File: src/rtl/oflow_iou_sched_if.sv
// Bundle of history-write, request, IoU-engine and result signals for oflow_iou_sched.
// Field widths come from the legacy range macros BBOX_POSITION_FRAME, WIDTH_LEN, HEIGHT_LEN and IOU_LEN.
`ifndef BBOX_POSITION_FRAME
`define BBOX_POSITION_FRAME 39:0
`endif
`ifndef WIDTH_LEN
`define WIDTH_LEN 9:0
`endif
`ifndef HEIGHT_LEN
`define HEIGHT_LEN 9:0
`endif
`ifndef IOU_LEN
`define IOU_LEN 21:0
`endif

interface oflow_iou_sched_if #(
  parameter int IDX_W = 3
);
  logic                        hist_wr_en;
  logic [IDX_W-1:0]            hist_wr_idx;
  logic                        hist_wr_clr;
  logic [`BBOX_POSITION_FRAME] hist_pos;
  logic [`WIDTH_LEN]           hist_w;
  logic [`HEIGHT_LEN]          hist_h;

  logic                        req_valid;
  logic                        req_ready;
  logic [`BBOX_POSITION_FRAME] req_pos;
  logic [`WIDTH_LEN]           req_w;
  logic [`HEIGHT_LEN]          req_h;
  logic [`IOU_LEN]             iou_thresh;

  logic                        iou_start;
  logic [`BBOX_POSITION_FRAME] bbox_position_frame_k;
  logic [`BBOX_POSITION_FRAME] bbox_position_frame_history;
  logic [`WIDTH_LEN]           bbox_w_frame_k;
  logic [`WIDTH_LEN]           bbox_w_frame_history;
  logic [`HEIGHT_LEN]          bbox_h_frame_k;
  logic [`HEIGHT_LEN]          bbox_h_frame_history;
  logic                        valid_iou;
  logic [`IOU_LEN]             iou;

  logic                        res_valid;
  logic                        res_ready;
  logic [IDX_W-1:0]            res_idx;
  logic [`IOU_LEN]             res_iou;
  logic                        res_match;
  logic                        res_err;

  modport slave (
    input  hist_wr_en, hist_wr_idx, hist_wr_clr, hist_pos, hist_w, hist_h,
    input  req_valid, req_pos, req_w, req_h, iou_thresh,
    output req_ready,
    output iou_start, bbox_position_frame_k, bbox_position_frame_history,
    output bbox_w_frame_k, bbox_w_frame_history, bbox_h_frame_k, bbox_h_frame_history,
    input  valid_iou, iou,
    output res_valid, res_idx, res_iou, res_match, res_err,
    input  res_ready
  );

  modport master (
    output hist_wr_en, hist_wr_idx, hist_wr_clr, hist_pos, hist_w, hist_h,
    output req_valid, req_pos, req_w, req_h, iou_thresh,
    input  req_ready,
    input  iou_start, bbox_position_frame_k, bbox_position_frame_history,
    input  bbox_w_frame_k, bbox_w_frame_history, bbox_h_frame_k, bbox_h_frame_history,
    output valid_iou, iou,
    input  res_valid, res_idx, res_iou, res_match, res_err,
    output res_ready
  );
endinterface

File: src/rtl/oflow_iou_sched.sv
// Scans the history bbox table, runs the IoU engine once per valid slot and reports the lowest-IoU slot.
// Optional WAIT watchdog selected by macro OFLOW_IOU_SCHED_TIMEOUT_EN (res_err tied low when undefined).
`ifndef BBOX_POSITION_FRAME
`define BBOX_POSITION_FRAME 39:0
`endif
`ifndef WIDTH_LEN
`define WIDTH_LEN 9:0
`endif
`ifndef HEIGHT_LEN
`define HEIGHT_LEN 9:0
`endif
`ifndef IOU_LEN
`define IOU_LEN 21:0
`endif

module oflow_iou_sched #(
  parameter int NUM_HIST    = 8,
  parameter int IDX_W       = 3,
  parameter int TIMEOUT_CYC = 64
) (
  input logic              clk,
  input logic              reset,
  oflow_iou_sched_if.slave bus
);

  localparam logic [2:0] IDLE  = 3'd0;
  localparam logic [2:0] SCAN  = 3'd1;
  localparam logic [2:0] ISSUE = 3'd2;
  localparam logic [2:0] WAIT  = 3'd3;
  localparam logic [2:0] DONE  = 3'd4;

  logic [2:0]                  state;
  // Extra MSB lets the scan terminate at NUM_HIST without wrapping to slot 0
  logic [IDX_W:0]              ptr;
  logic [IDX_W-1:0]            slot;

  logic [NUM_HIST-1:0]         hist_vld;
  logic [`BBOX_POSITION_FRAME] hist_pos_mem [NUM_HIST];
  logic [`WIDTH_LEN]           hist_w_mem   [NUM_HIST];
  logic [`HEIGHT_LEN]          hist_h_mem   [NUM_HIST];

  logic [`BBOX_POSITION_FRAME] k_pos;
  logic [`WIDTH_LEN]           k_w;
  logic [`HEIGHT_LEN]          k_h;
  logic [`IOU_LEN]             thresh;
  logic [`IOU_LEN]             best_iou;
  logic [IDX_W-1:0]            best_idx;
  logic                        found;
  logic                        hist_wr;

`ifdef OFLOW_IOU_SCHED_TIMEOUT_EN
  localparam int CNT_W = $clog2(TIMEOUT_CYC + 1);
  localparam logic [CNT_W-1:0] WD_LAST = CNT_W'(TIMEOUT_CYC - 1);
  logic [CNT_W-1:0] wd_cnt;
  logic             err_q;
`else
  logic unused_cfg;
  assign unused_cfg = (TIMEOUT_CYC != 0);
`endif

  assign slot    = ptr[IDX_W-1:0];
  assign hist_wr = (state == IDLE) && bus.hist_wr_en;

  // Table payload carries no reset; only the valid bits matter after reset
  always_ff @(posedge clk) begin
    if (hist_wr && !bus.hist_wr_clr) begin
      hist_pos_mem[bus.hist_wr_idx] <= bus.hist_pos;
      hist_w_mem[bus.hist_wr_idx]   <= bus.hist_w;
      hist_h_mem[bus.hist_wr_idx]   <= bus.hist_h;
    end
  end

  always_ff @(posedge clk) begin
    if (reset) begin
      state    <= IDLE;
      ptr      <= '0;
      hist_vld <= '0;
      best_iou <= '1;
      best_idx <= '0;
      found    <= 1'b0;
      k_pos    <= '0;
      k_w      <= '0;
      k_h      <= '0;
      thresh   <= '0;
`ifdef OFLOW_IOU_SCHED_TIMEOUT_EN
      wd_cnt   <= '0;
      err_q    <= 1'b0;
`endif
    end else begin
      case (state)
        IDLE: begin
          if (hist_wr) hist_vld[bus.hist_wr_idx] <= !bus.hist_wr_clr;
          if (bus.req_valid) begin
            k_pos    <= bus.req_pos;
            k_w      <= bus.req_w;
            k_h      <= bus.req_h;
            thresh   <= bus.iou_thresh;
            ptr      <= '0;
            best_iou <= '1;
            best_idx <= '0;
            found    <= 1'b0;
`ifdef OFLOW_IOU_SCHED_TIMEOUT_EN
            err_q    <= 1'b0;
`endif
            state    <= SCAN;
          end
        end
        SCAN: begin
          if (ptr[IDX_W]) begin
            state <= DONE;
          end else if (hist_vld[slot]) begin
            found <= 1'b1;
            state <= ISSUE;
          end else begin
            ptr <= ptr + 1'b1;
          end
        end
        ISSUE: begin
`ifdef OFLOW_IOU_SCHED_TIMEOUT_EN
          wd_cnt <= '0;
`endif
          state <= WAIT;
        end
        WAIT: begin
          // Strict compare keeps the earliest slot on equal IoU
          if (bus.valid_iou) begin
            if (bus.iou < best_iou) begin
              best_iou <= bus.iou;
              best_idx <= slot;
            end
            ptr   <= ptr + 1'b1;
            state <= SCAN;
          end
`ifdef OFLOW_IOU_SCHED_TIMEOUT_EN
          else if (wd_cnt == WD_LAST) begin
            err_q <= 1'b1;
            ptr   <= ptr + 1'b1;
            state <= SCAN;
          end else begin
            wd_cnt <= wd_cnt + 1'b1;
          end
`endif
        end
        DONE: begin
          if (bus.res_ready) state <= IDLE;
        end
        default: state <= IDLE;
      endcase
    end
  end

  // Operands hold from ISSUE through WAIT: ptr is frozen and table writes are blocked outside IDLE
  assign bus.bbox_position_frame_k       = k_pos;
  assign bus.bbox_w_frame_k              = k_w;
  assign bus.bbox_h_frame_k              = k_h;
  assign bus.bbox_position_frame_history = hist_pos_mem[slot];
  assign bus.bbox_w_frame_history        = hist_w_mem[slot];
  assign bus.bbox_h_frame_history        = hist_h_mem[slot];

  assign bus.req_ready = (state == IDLE);
  assign bus.iou_start = (state == ISSUE);
  assign bus.res_valid = (state == DONE);
  assign bus.res_idx   = best_idx;
  assign bus.res_iou   = best_iou;
  assign bus.res_match = found && (best_iou <= thresh);
`ifdef OFLOW_IOU_SCHED_TIMEOUT_EN
  assign bus.res_err   = err_q;
`else
  assign bus.res_err   = 1'b0;
`endif

endmodule

File: src/flat_wrapper.sv
// flat-port wrapper written by rule: the top's interface ports become plain ports
module oflow_iou_sched_flat 
#(
  parameter int NUM_HIST    = 8,
  parameter int IDX_W       = 3,
  parameter int TIMEOUT_CYC = 64
)
  (clk, reset, bus_hist_wr_en, bus_hist_wr_idx, bus_hist_wr_clr, bus_hist_pos, bus_hist_w, bus_hist_h, bus_req_valid, bus_req_pos, bus_req_w, bus_req_h, bus_iou_thresh, bus_req_ready, bus_iou_start, bus_bbox_position_frame_k, bus_bbox_position_frame_history, bus_bbox_w_frame_k, bus_bbox_w_frame_history, bus_bbox_h_frame_k, bus_bbox_h_frame_history, bus_valid_iou, bus_iou, bus_res_valid, bus_res_idx, bus_res_iou, bus_res_match, bus_res_err, bus_res_ready);
  oflow_iou_sched_if #(.IDX_W(IDX_W)) bus_i ();
  input logic clk;
  input logic reset;
  input wire logic [$bits(bus_i.hist_wr_en)-1:0] bus_hist_wr_en;
  input wire logic [$bits(bus_i.hist_wr_idx)-1:0] bus_hist_wr_idx;
  input wire logic [$bits(bus_i.hist_wr_clr)-1:0] bus_hist_wr_clr;
  input wire logic [$bits(bus_i.hist_pos)-1:0] bus_hist_pos;
  input wire logic [$bits(bus_i.hist_w)-1:0] bus_hist_w;
  input wire logic [$bits(bus_i.hist_h)-1:0] bus_hist_h;
  input wire logic [$bits(bus_i.req_valid)-1:0] bus_req_valid;
  input wire logic [$bits(bus_i.req_pos)-1:0] bus_req_pos;
  input wire logic [$bits(bus_i.req_w)-1:0] bus_req_w;
  input wire logic [$bits(bus_i.req_h)-1:0] bus_req_h;
  input wire logic [$bits(bus_i.iou_thresh)-1:0] bus_iou_thresh;
  output wire logic [$bits(bus_i.req_ready)-1:0] bus_req_ready;
  output wire logic [$bits(bus_i.iou_start)-1:0] bus_iou_start;
  output wire logic [$bits(bus_i.bbox_position_frame_k)-1:0] bus_bbox_position_frame_k;
  output wire logic [$bits(bus_i.bbox_position_frame_history)-1:0] bus_bbox_position_frame_history;
  output wire logic [$bits(bus_i.bbox_w_frame_k)-1:0] bus_bbox_w_frame_k;
  output wire logic [$bits(bus_i.bbox_w_frame_history)-1:0] bus_bbox_w_frame_history;
  output wire logic [$bits(bus_i.bbox_h_frame_k)-1:0] bus_bbox_h_frame_k;
  output wire logic [$bits(bus_i.bbox_h_frame_history)-1:0] bus_bbox_h_frame_history;
  input wire logic [$bits(bus_i.valid_iou)-1:0] bus_valid_iou;
  input wire logic [$bits(bus_i.iou)-1:0] bus_iou;
  output wire logic [$bits(bus_i.res_valid)-1:0] bus_res_valid;
  output wire logic [$bits(bus_i.res_idx)-1:0] bus_res_idx;
  output wire logic [$bits(bus_i.res_iou)-1:0] bus_res_iou;
  output wire logic [$bits(bus_i.res_match)-1:0] bus_res_match;
  output wire logic [$bits(bus_i.res_err)-1:0] bus_res_err;
  input wire logic [$bits(bus_i.res_ready)-1:0] bus_res_ready;
  assign bus_i.hist_wr_en = bus_hist_wr_en;
  assign bus_i.hist_wr_idx = bus_hist_wr_idx;
  assign bus_i.hist_wr_clr = bus_hist_wr_clr;
  assign bus_i.hist_pos = bus_hist_pos;
  assign bus_i.hist_w = bus_hist_w;
  assign bus_i.hist_h = bus_hist_h;
  assign bus_i.req_valid = bus_req_valid;
  assign bus_i.req_pos = bus_req_pos;
  assign bus_i.req_w = bus_req_w;
  assign bus_i.req_h = bus_req_h;
  assign bus_i.iou_thresh = bus_iou_thresh;
  assign bus_req_ready = bus_i.req_ready;
  assign bus_iou_start = bus_i.iou_start;
  assign bus_bbox_position_frame_k = bus_i.bbox_position_frame_k;
  assign bus_bbox_position_frame_history = bus_i.bbox_position_frame_history;
  assign bus_bbox_w_frame_k = bus_i.bbox_w_frame_k;
  assign bus_bbox_w_frame_history = bus_i.bbox_w_frame_history;
  assign bus_bbox_h_frame_k = bus_i.bbox_h_frame_k;
  assign bus_bbox_h_frame_history = bus_i.bbox_h_frame_history;
  assign bus_i.valid_iou = bus_valid_iou;
  assign bus_i.iou = bus_iou;
  assign bus_res_valid = bus_i.res_valid;
  assign bus_res_idx = bus_i.res_idx;
  assign bus_res_iou = bus_i.res_iou;
  assign bus_res_match = bus_i.res_match;
  assign bus_res_err = bus_i.res_err;
  assign bus_i.res_ready = bus_res_ready;
  oflow_iou_sched #(.NUM_HIST(NUM_HIST), .IDX_W(IDX_W), .TIMEOUT_CYC(TIMEOUT_CYC)) u_core (.clk(clk), .reset(reset), .bus(bus_i));
endmodule
File: config.mk
export PLATFORM = sky130hd
export DESIGN_NAME = oflow_iou_sched_flat
export DESIGN_NICKNAME = d
export VERILOG_FILES = /design/src/rtl/oflow_iou_sched_if.sv /design/src/rtl/oflow_iou_sched.sv /design/src/flat_wrapper.sv
export SDC_FILE = /design/constraint.sdc
export NUM_CORES = 1
export LEC_CHECK = 0
export ABC_AREA = 1
export CAP_MARGIN = 20
export CORE_ASPECT_RATIO = 1.4
export CORE_MARGIN = 8
export CORE_UTILIZATION = 40
export DETAILED_ROUTE_END_ITERATION = 16
export PLACE_DENSITY = 0.73
export SKIP_LAST_GASP = 1
export SYNTH_ARGS = -nofsm -noshare
export SYNTH_HDL_FRONTEND = slang
export SYNTH_SLANG_ARGS = --single-unit
File: constraint.sdc
create_clock -name clk -period 7.5 [get_ports clk]
set_input_delay 0.75 -clock clk [delete_from_list [all_inputs] [get_ports clk]]
set_output_delay 0.75 -clock clk [all_outputs]
set_load 0.005 [all_outputs]
==> results.md, run 1 <==
* First-pass GRT wire length at 102.0 mm
* Syn Std Cell Area at roughly 25000 um2
* Slew Limit Fails at 0
* CTS tree: built
* Syn Area/Cell at between 10 and 15 um2
* Clk Latency, worst-skew pair at slightly above 600 ps
* Die W at between 200 and 250 um
* RSZ-0062 raised after global routing: no
* Final Hold Vio Count at 0
* R2r endpoint: u_core.thresh[10]
* Minimum clock period at 4790 ps
* I/O Buffers at 322
* Yosys cell types at 36
* CP endpoint: bus_bbox_position_frame_history[14]
* # nets final at 2679
* Layout overhead on the synthesized area at 23.98%
* Rows at roughly 110
* Worst-Margin Slew at 973.2 ps
* Clock root buffer: clkbuf_16
* H-tree depth at 2
* Slew margin rel. at 35.12%
* Total GRT Usage at 18.76%
* Routed WL at around 67 mm
* Via count at around 18000
* Die area at slightly below 70000 um2
* Yosys warning count at 0
* Setup Buffers After CTS at 0
* Setup crit start kind: flop
* Post-cts sizing count at 0
* Critical Path Fanout Max at 48
* Req. time, crit path at ~6800 ps
* Clock-pin slew on the worst setup and hold paths at 60 ps
* Worst Clk Skew at 23.59 ps
* Vert. Die Dim at ~310 um
* Share of layout cells above drive strength 1 at under 10%
* Hold depth at 2
* Worst hold path type: reg -> reg
* Worst hold slack at between 400 and 500 ps
* Number of remaining DRC errors at 0
* Post-DP HPWL at between 40 and 50 mm
* TritonCTS Buffers at 57
* Power Density at approximately 310 nW/um2
* Remaining Overflow, GRT at 0
* Utilization after layout at ~50%
* Core area at ~60000 um2
* Reg2reg setup slack at approximately 4800 ps
* CP endpoint kind: output port
* FF-to-FF Start: u_core.state[0]
* Clock sinks at just over 600
* Worst path arrival time at slightly above 4000 ps
* # hold bufs at CTS at 0
* Iter 0 DRT Violations at roughly 1500
* #FFs+latches synth at between 600 and 700
* Initial core utilization at 40.36%
* Fmax at between 200 and 250 MHz
* DR vias/cell at about 5.3
* Per-cell routed wire length at 20.21 um
* DP Cell Count at 3219
* Initial antenna violation count at 9
* Final setup viols at 0
* Worst vdd ir at ~0.26 mV
* Setup TNS at 0 ps
* Critical path type: reg -> out
* MaxCap Viol Count at 0
* Syn_nets at approximately 2400
* I/O pin cnt at 324
* Largest net degree at the start of global routing at 101
* Register area share after synthesis at between 60% and 70%
* Antenna Nets Post-Route at 0
* TritonRoute pass-1 iters at 6
* Leakage at 10.71 nW
* Non-Filler Instances at 3334
* Status: finished, final reports clean
* Hold path startpoint: u_core.thresh[9]
* Vias in the first global route at roughly 18000
* Pwr Total at between 9 and 10 mW
* Gate count of the mapped netlist at ~2200
* Routability congestion estimate at 0.8755
* Maximum clock path buffer count at 3
* Reg2Reg Depth at 6
* Post-route clock period utilization at about 64%
## per-layer routing
| layer | global-route usage (%) | vias to the layer above | share of wire (%) |
|---|---|---|---|
| met3 | 2.919 | 162 | 5.4 |
| met2 | 33.31 | 582 | 51 |
| met4 | 8.946 | 2 | 4.2 |
| met1 | 21.98 | 8516 | 39 |
| met5 | 0 | - | 0.019 |
| li1 | - | 8281 | - |
## layout by cell type (no fill, tap or decap), types with 29 or more instances in the layout
cell type        synthesis  final
a21oi_1                111    111
a31oi_1                 60     60
buf_4                    7     29
clkbuf_16                0     58
clkdlybuf4s50_1          0    320
dfxtp_1                126    124
edfxtp_1               480    480
ha_1                    44     44
inv_1                   92     91
nand2_1                165    164
nand3_1                117    117
nor2_1                 449    449
o21ai_0                269    269
o22ai_1                 60     60
## registers in the layout (all words and copies together) (netlist names), named ones only
register / count
u_core.state: 3
u_core.bus.res_idx: 3
u_core.hist_vld: 8
u_core.bus.bbox_position_frame_k: 40
u_core.ptr: 4
u_core.hist_h_mem: 80
u_core.hist_w_mem: 80
u_core.bus.bbox_w_frame_k: 10
u_core.found: 1
u_core.thresh: 22
u_core.bus.res_iou: 22
u_core.bus.bbox_h_frame_k: 10
u_core.hist_pos_mem: 320
## Yosys cell counts (all sizes together)
library cell    n  area, um2
edfxtp        480      14410
nor2          450       1692
o21ai         278       1391
nand2         170      660.6
dfxtp         126       2522
nand3         119      605.6
a21oi         112      564.3
inv            96      360.3
clkbuf         79      296.5
buf            62      331.6
a31oi          60      375.4
o22ai          60      375.4
ha             44      550.5
or2            23      143.9
nor3           14      115.1
nand4           8      50.05
o21a            3      22.52
xor2            2      17.52
a211oi          1      7.510
a21boi          1      7.510
a21o            1      7.510
conb            1      3.750
nand3b          1      7.510
o211ai          1      7.510
## cell type report
cell class	count	area, um2
Timing Repair Buffer	351	3431
Fill cell	5306	30370
Tap cell	817	1022
Antenna cell	8	20.02
Multi-Input combinational cell	1349	6663
Sequential cell	606	16940
Clock buffer	65	1518
Inverter	96	369.1
Clock inverter	42	445.4
## power by group
group	total (mW)	internal, mW	switching (mW)
logic	2.50	1.06	1.45
clock network	2.98	1.71	1.27
registers	4.07	3.85	0.218
total	9.55	6.61	2.94
## worst min-delay path by stage
stage	end
after global placement	u_core.thresh[8]
after global routing	u_core.bus.bbox_w_frame_k[2]
final	u_core.thresh[9]
after CTS	u_core.thresh[9]
after detailed placement	u_core.thresh[9]
after floorplan	u_core.thresh[10]
## worst max-delay path, stage by stage (launching register included)
cell	delay (ps)
dfxtp_4	690
clkinv_2	670
buf_4	510
buf_4	360
nor2_1	140
o21ai_0	90
a31oi_1	370
clkdlybuf4s50_1	590
## cell families after synthesis
family,after synthesis,share of synthesized area (%)
flip-flops,606,69.04
buffers and inverters,237,4.030
adder cells (fa/ha/maj),44,2.244
other,1,0.01529
XOR/XNOR,2,0.07142
AO/OA/AOI/OAI,517,11.25
AND/OR/NAND/NOR,785,13.35
## metrics by stage
step | cell area (um2) | worst slack [ps]
2_1_floorplan | 24530 | 1762
3_3_place_gp | 28430 | 3286
3_5_place_dp | 28430 | 3222
4_1_cts | 30390 | 2556
5_1_grt | 30410 | 2452
6_report | 30410 | 2710
Note: power is estimated with default switching activity, not from simulation.
==> inputs of run 2 (changes only) <==
PLACE_DENSITY = 0.75   (was 0.73)
clock period = 4.2 ns   (was 7.5 ns; I/O delays follow)
==> run 2 against run 1 <==
Net effect:
- core utilization about the same
- routed wire length down 2.0%
- cell area about the same
- flip-flop and latch count unchanged
- sequential share of layout area about the same
- die area unchanged
- critical path depth down 1
- clock skew up 11 ps
- critical endpoint is now bus_bbox_position_frame_history[10]
==> results.md, run 2 (synthesis gave the netlist of run 1 again) <==
* Switching Fraction at 30.75% (about the same)
* Delay of the slowest critical-path stage at 690 ps (about the same)
* Worst path arrival time at 3180 ps (-860 ps)
* Initial core utilization at 40.36% (unchanged)
* Via count at 17490 (-0.30%)
* TritonRoute pass-1 iters at 5 (-1)
* Worst Clk Skew at 34.56 ps (+10.98 ps)
* Setup Buffers After CTS at 0 (unchanged)
* Clock sinks at 606 (unchanged)
* CP cell instances: buf_12 > o21ai_0 > o22ai_1 > nor2_1 > a31oi_1 > clkdlybuf4s50_1
* Share of layout cells above drive strength 1 at 6.895% (-0.080 points)
* Iter 0 DRT Violations at 1544 (+0.92%)
* Commonest non-fill, non-tap cell in the layout: edfxtp_1
* Sequential power share at 42.9% (+0.3 points)
* Total GRT Usage at 18.35% (-0.41 points)
* Per-cell routed wire length at 19.79 um (-2.1%)
* Most frequent cells in the layout: edfxtp_1 (480), nor2_1 (449), clkdlybuf4s50_1 (320)
* I/O pin cnt at 324 (unchanged)
* # hold bufs at CTS at 0 (unchanged)
* Hold depth at 7 (+5)
* Dpl ws at 1218 ps (-2004 ps)
* Worst-Margin Slew at 862.1 ps (-111.1 ps)
* Worst vdd ir at 0.4004 mV (+56%)
* Final Hold Vio Count at 0 (unchanged)
* Setup crit start kind: flop
* Utilization after layout at 50.04% (about the same)
* FF-to-FF Start: u_core.state[2]
* Remaining Overflow, GRT at 0 (unchanged)
* Post-cts sizing count at 0 (unchanged)
* Fmax at 277.7 MHz
* Worst hold slack at 357.1 ps (-99.64 ps)
* Leakage at 10.68 nW (-0.28%)
* P_int at 11.63 mW (+76%)
* Logic pwr share at 27.4% (+1.2 points)
* Die area at 69620 um2 (unchanged)
* CP endpoint kind: output port
* MaxCap Viol Count at 0 (unchanged)
* Endpoint, Worst Hold: u_core.ptr[3]
* Crit-path slowest cell: dfxtp_4
* Largest register FFs at 320 (unchanged)
* CTS tree: built
* Largest registers: u_core.hist_pos_mem: 320 flops, u_core.hist_h_mem: 80 flops, u_core.hist_w_mem: 80 flops
* Buffers plus inverters on the worst setup path at 2 (-2)
* Minimum clock period at around 3600 ps
* Reg with most FFs: u_core.hist_pos_mem
* TritonCTS Buffers at 55 (-3.5%)
* Worst path top cell family by delay: buffers and inverters
* Setup TNS at 0 ps (unchanged)
* Clock network power share at 29.7% (-1.5 points)
* Critical Path Fanout Max at 114 (+140%)
* Clock root buffer: clkbuf_16
* DP Area at 28570 um2 (+0.49%)
* Core area at 60780 um2 (unchanged)
* Final setup viols at 0 (unchanged)
* Clk Latency, worst-skew pair at 610 ps (about the same)
* Fillers at 5244 (-1.2%)
* Rows at 107 (unchanged)
* Hold path startpoint: bus_req_valid
* Slew Limit Fails at 0 (unchanged)
* # nets final at 2682 (+0.11%)
* Reg2reg setup slack at 1730 ps (-3050 ps)
* P_sw at 5.164 mW (+76%)
* Post-DP HPWL at 40.56 mm (about the same)
* Clock-pin slew on the worst setup and hold paths at 60 ps (about the same)
* Status: finished, final reports clean
* Die W at 225.3 um (unchanged)
* Maximum clock path buffer count at 3 (unchanged)
* Worst hold path type: in -> reg
* Routed WL at 66.05 mm (-2.0%)
* Final Worst Setup Slack at 599.6 ps (-2111 ps)
* Number of remaining DRC errors at 0 (unchanged)
* Slew margin rel. at 42.53% (+7.4 points)
* DR vias/cell at 5.240 (-0.42%)
* Req. time, crit path at 3780 ps (-2970 ps)
* Vert. Die Dim at 309.0 um (unchanged)
* First-pass GRT wire length at 100.3 mm (-1.7%)
* Power Density at 552.1 nW/um2 (+76%)
* I/O Buffers at 322 (unchanged)
* RSZ-0062 raised after global routing: no
* H-tree depth at 2 (unchanged)
* Layout overhead on the synthesized area at 23.99% (about the same)
* Initial antenna violation count at 17 (+8)
* Routability congestion estimate at 0.8457 (-3.4%)
* Critical path type: reg -> out
* Final instance area at 30420 um2 (about the same)
* Antenna Nets Post-Route at 0 (unchanged)
* Reg2Reg Depth at 10 (+4)
* Vias in the first global route at 17580 (-0.44%)
* Largest net degree at the start of global routing at 115 (+14%)
* Post-route clock period utilization at 85.72%
## run 2: cell types whose count changed in the layout (fill, tap and decap cells not counted), moves of 4 or more
cell,before,now
buf_12,0,6
diode_2,8,12
clkbuf_8,4,0
clkbuf_1,3,8
clkinv_4,7,0
## run 2: power groups by stage
stage          Clock (mW)  Sequential (mW)  Combinational, mW
3_3_place_gp            0             7.30               4.45
5_1_grt              5.32             7.24               5.12
2_1_floorplan           0             7.21               2.73
4_1_cts              5.11             7.20               4.63
3_5_place_dp            0             7.32               4.60
6_report             4.99             7.20               4.59
## run 2: layout make-up
class	instances	area, um2	area share, %
Inverter	96	370.4	1.218
Antenna cell	12	30.03	0.09873
Sequential cell	606	16940	55.71
Clock inverter	38	385.4	1.267
Tap cell	817	1022	3.361
Timing Repair Buffer	356	3563	11.72
Clock buffer	64	1431	4.706
Multi-Input combinational cell	1349	6669	21.93
## run 2: how the worst max path moves through the flow
| stage | cells after the start | slack, ps | endpoint | from |
|---|---|---|---|---|
| 2_1_floorplan | 6 | 420 | u_core.hist_h_mem[2][0] | u_core.state[2] |
| 3_3_place_gp | 6 | 1210 | bus_bbox_position_frame_history[10] | flop |
| 3_5_place_dp | 7 | 1220 | bus_bbox_position_frame_history[2] | flop |
| 4_1_cts | 7 | 540 | bus_bbox_position_frame_history[2] | flop |
| 5_1_grt | 7 | 420 | bus_bbox_position_frame_history[1] | flop |
| 6_report | 6 | 600 | bus_bbox_position_frame_history[10] | flop |
## run 2: tightest hold or removal path, delay by kind of cell
kind                   cells  cell delay (ps)
buffers and inverters      2              190
AO/OA/AOI/OAI              2              100
AND/OR/NAND/NOR            3              200
## run 2: per-layer routing
layer / vias to the layer above / part of all wire [%] / wire, um / track usage, %
met4: 8 / 4.1 / 2683 / 8.538
met1: 8479 / 38 / 25270 / 20.74
met5: - / 0.079 / 52 / 0
met2: 557 / 51 / 33890 / 32.83
met3: 143 / 6.3 / 4157 / 3.829
li1: 8304 / - / - / -
## run 2: stage by stage
stage / std cells / power (mW)
global route: 3336 / 17.69
finish: 3338 / 16.79
global placement: 3223 / 11.75
detailed placement: 3224 / 11.92
floorplan: 2192 / 9.939
CTS: 3326 / 16.94
==> inputs of run 3 (changes only) <==
CORE_ASPECT_RATIO = not set   (was 1.4)
==> run 3 against run 2 <==
Net effect:
- clock power rose by 14%
- first-iteration DRC count fell by 13%
- sequential share of layout area fell by 0.57 points
- core utilization rose by 0.77 points
- power rose by 4.2%
- combinational power barely moved
- die area fell by 0.16%
- via count rose by 0.60%
- final cell count fell by 0.63%
- critical path depth did not move
- critical path type unchanged
- worst setup slack got worse by 18 ps
==> results.md, run 3 (synthesis gave the netlist of run 1 again) <==
* Status: finished, final reports clean
* TritonRoute pass-1 iters at 6 (+1)
* P_sw at 5.309 mW (+2.8%)
* I/O Buffers at 322 (unchanged)
* Leakage at 10.90 nW (+2.1%)
* Core area at 60470 um2 (-0.51%)
* Slew Limit Fails at 0 (unchanged)
* Fillers at 5091 (-2.9%)
* Largest net degree at the start of global routing at 121 (+5.2%)
* Setup crit start kind: flop
* Layout overhead on the synthesized area at 25.27%
* Initial core utilization at 40.56% (+0.21 points)
* I/O pin cnt at 324 (unchanged)
* Combined area of the multi-input logic cells at 6669 um2 (unchanged)
* Clock root buffer: clkbuf_16
* Setup TNS at 0 ps (unchanged)
* Post-route clock period utilization at 86.14% (+0.42 points)
* Share of layout cells above drive strength 1 at 7.428% (+0.53 points)
* Final setup viols at 0 (unchanged)
* FF-to-FF Start: u_core.state[2]
* Critical path type: reg -> out
* Slew margin rel. at 31.23% (-11 points)
* Per-cell routed wire length at 19.60 um (-0.93%)
* Worst Clk Skew at 21.37 ps (-13.20 ps)
* Largest registers: u_core.hist_pos_mem: 320 flops, u_core.hist_h_mem: 80 flops, u_core.hist_w_mem: 80 flops
* Req. time, crit path at 3780 ps (about the same)
* CP cell instances: buf_12 > o21ai_0 > o22ai_1 > nor2_1 > a31oi_1 > clkdlybuf4s50_1
* CP endpoint kind: output port
* Clock sinks at 606 (unchanged)
* Clk Latency, worst-skew pair at 590 ps (-20 ps)
* Vias in the first global route at 17360 (-1.3%)
* Sequential power share at 41.2% (-1.7 points)
* Die area at 69500 um2 (-0.16%)
* Post-cts sizing count at 0 (unchanged)
* Total GRT Usage at 17.91% (-0.44 points)
* Delay of the slowest critical-path stage at 730 ps (+40 ps)
* Antenna Nets Post-Route at 0 (unchanged)
* Most frequent cells in the layout: edfxtp_1 (480), nor2_1 (449), clkdlybuf4s50_1 (320)
* Power Density at 569.4 nW/um2 (+3.1%)
* Largest register FFs at 320 (unchanged)
* H-tree depth at 3 (+1)
* Worst vdd ir at 0.3701 mV (-7.6%)
* Worst path arrival time at 3200 ps (+20 ps)
* TritonCTS Buffers at 66 (+20%)
* Rows at 90 (-16%)
* Switching Fraction at 30.34% (-0.41 points)
* Die W at 263.6 um (+17%)
* Routed WL at 65.03 mm (-1.6%)
* Post-DP HPWL at 38.91 mm (-4.1%)
* Fmax at 276.4 MHz (-0.49%)
* Routability congestion estimate at 0.8205 (-3.0%)
* Number of remaining DRC errors at 0 (unchanged)
* Reg with most FFs: u_core.hist_pos_mem
* Maximum clock path buffer count at 3 (unchanged)
* First-pass GRT wire length at 99.33 mm (-1.0%)
* Final Hold Vio Count at 0 (unchanged)
* MaxCap Viol Count at 0 (unchanged)
* Dpl ws at 1205 ps (-12.70 ps)
* Initial antenna violation count at 10 (-7)
* Clock network power share at 32.6% (+2.9 points)
* # hold bufs at CTS at 0 (unchanged)
* Worst hold path type: in -> reg
* Minimum clock period at 3618 ps (+17.65 ps)
* Logic pwr share at 26.2% (-1.2 points)
* DR vias/cell at 5.305 (+1.2%)
* # nets final at 2699 (+0.63%)
* Vert. Die Dim at 263.6 um (-15%)
* Commonest non-fill, non-tap cell in the layout: edfxtp_1
* Worst-Margin Slew at 1032 ps (+169.4 ps)
* Remaining Overflow, GRT at 0 (unchanged)
* RSZ-0062 raised after global routing: no
* CTS tree: built
* Final Worst Setup Slack at 582.0 ps (-17.65 ps)
* Hold path startpoint: reset
* P_int at 12.19 mW (+4.8%)
* Critical Path Fanout Max at 105 (-7.9%)
* Iter 0 DRT Violations at 1337 (-13%)
* Setup Buffers After CTS at 0 (unchanged)
* Crit-path slowest cell: dfxtp_4
* Clock-pin slew on the worst setup and hold paths at 60 ps (about the same)
* Via count at 17600 (+0.60%)
* FF+latch area at 16940 um2 (unchanged)
-- run 3: cell types whose count changed in the layout (fill, tap and decap cells not counted), sizes merged --
| cell | previous run | this run |
|---|---|---|
| diode | 12 | 4 |
| clkbuf | 64 | 79 |
| clkinv | 23 | 33 |
| buf | 36 | 42 |
| clkinvlp | 9 | 0 |
-- run 3: worst paths after layout --
path                                       to  slack [ps]  depth (start not counted)
setup reg to reg                         flop        1680                         10
hold / removal               u_core.thresh[7]         310                          4
hold reg to reg              u_core.thresh[3]         460                          2
setup / recovery  bus_bbox_h_frame_history[4]         580                          6
-- run 3: layout make-up --
cell class              count  area share (%)
diodes                      4         0.03257
clock buffers              79           5.705
clock inverters            39           1.291
inverters                  96           1.201
multi-input cells        1349           21.70
flip-flops and latches    606           55.14
well taps                 782           3.184
repair buffers            362           11.74
-- run 3: power groups by stage --
stage                     clock, mW  combinational [mW]  sequential, mW
final                          5.70                4.59            7.21
after global routing           6.05                5.12            7.25
after CTS                      5.81                4.61            7.21
after detailed placement          0                4.58            7.33
after global placement            0                4.42            7.31
after floorplan                   0                2.73            7.21
-- run 3: per-layer routing --
layer  GRT usage, %  vias up  part of all wire, %
li1               -     8330                    -
met1          22.17     8574                   41
met2          30.63      559                   50
met3          3.831      119                  6.3
met4          6.637       14                  2.8
met5              0        -                 0.14
-- run 3: critical path, delay by kind of cell (launching register included) --
| kind | cells | cell delay, ps |
|---|---|---|
| flip-flops | 1 | 730 |
| buffers and inverters | 2 | 1020 |
| AO/OA/AOI/OAI | 3 | 710 |
| AND/OR/NAND/NOR | 1 | 60 |
-- run 3: stage by stage --
| step | instance area, um2 | utilization, % | hold slack, ps | instances | power, mW |
|---|---|---|---|---|---|
| 2_1_floorplan | 24530 | - | 433.1 | 2192 | 9.939 |
| 6_report | 30730 | 50.82 | 305.9 | 3317 | 17.50 |
| 5_1_grt | 30720 | 50.81 | 321.7 | 3315 | 18.42 |
| 3_3_place_gp | 28540 | 47.20 | 446.4 | 3194 | 11.73 |
| 4_1_cts | 30720 | 50.80 | 264.1 | 3313 | 17.63 |
| 3_5_place_dp | 28570 | 47.24 | 453.3 | 3195 | 11.92 |
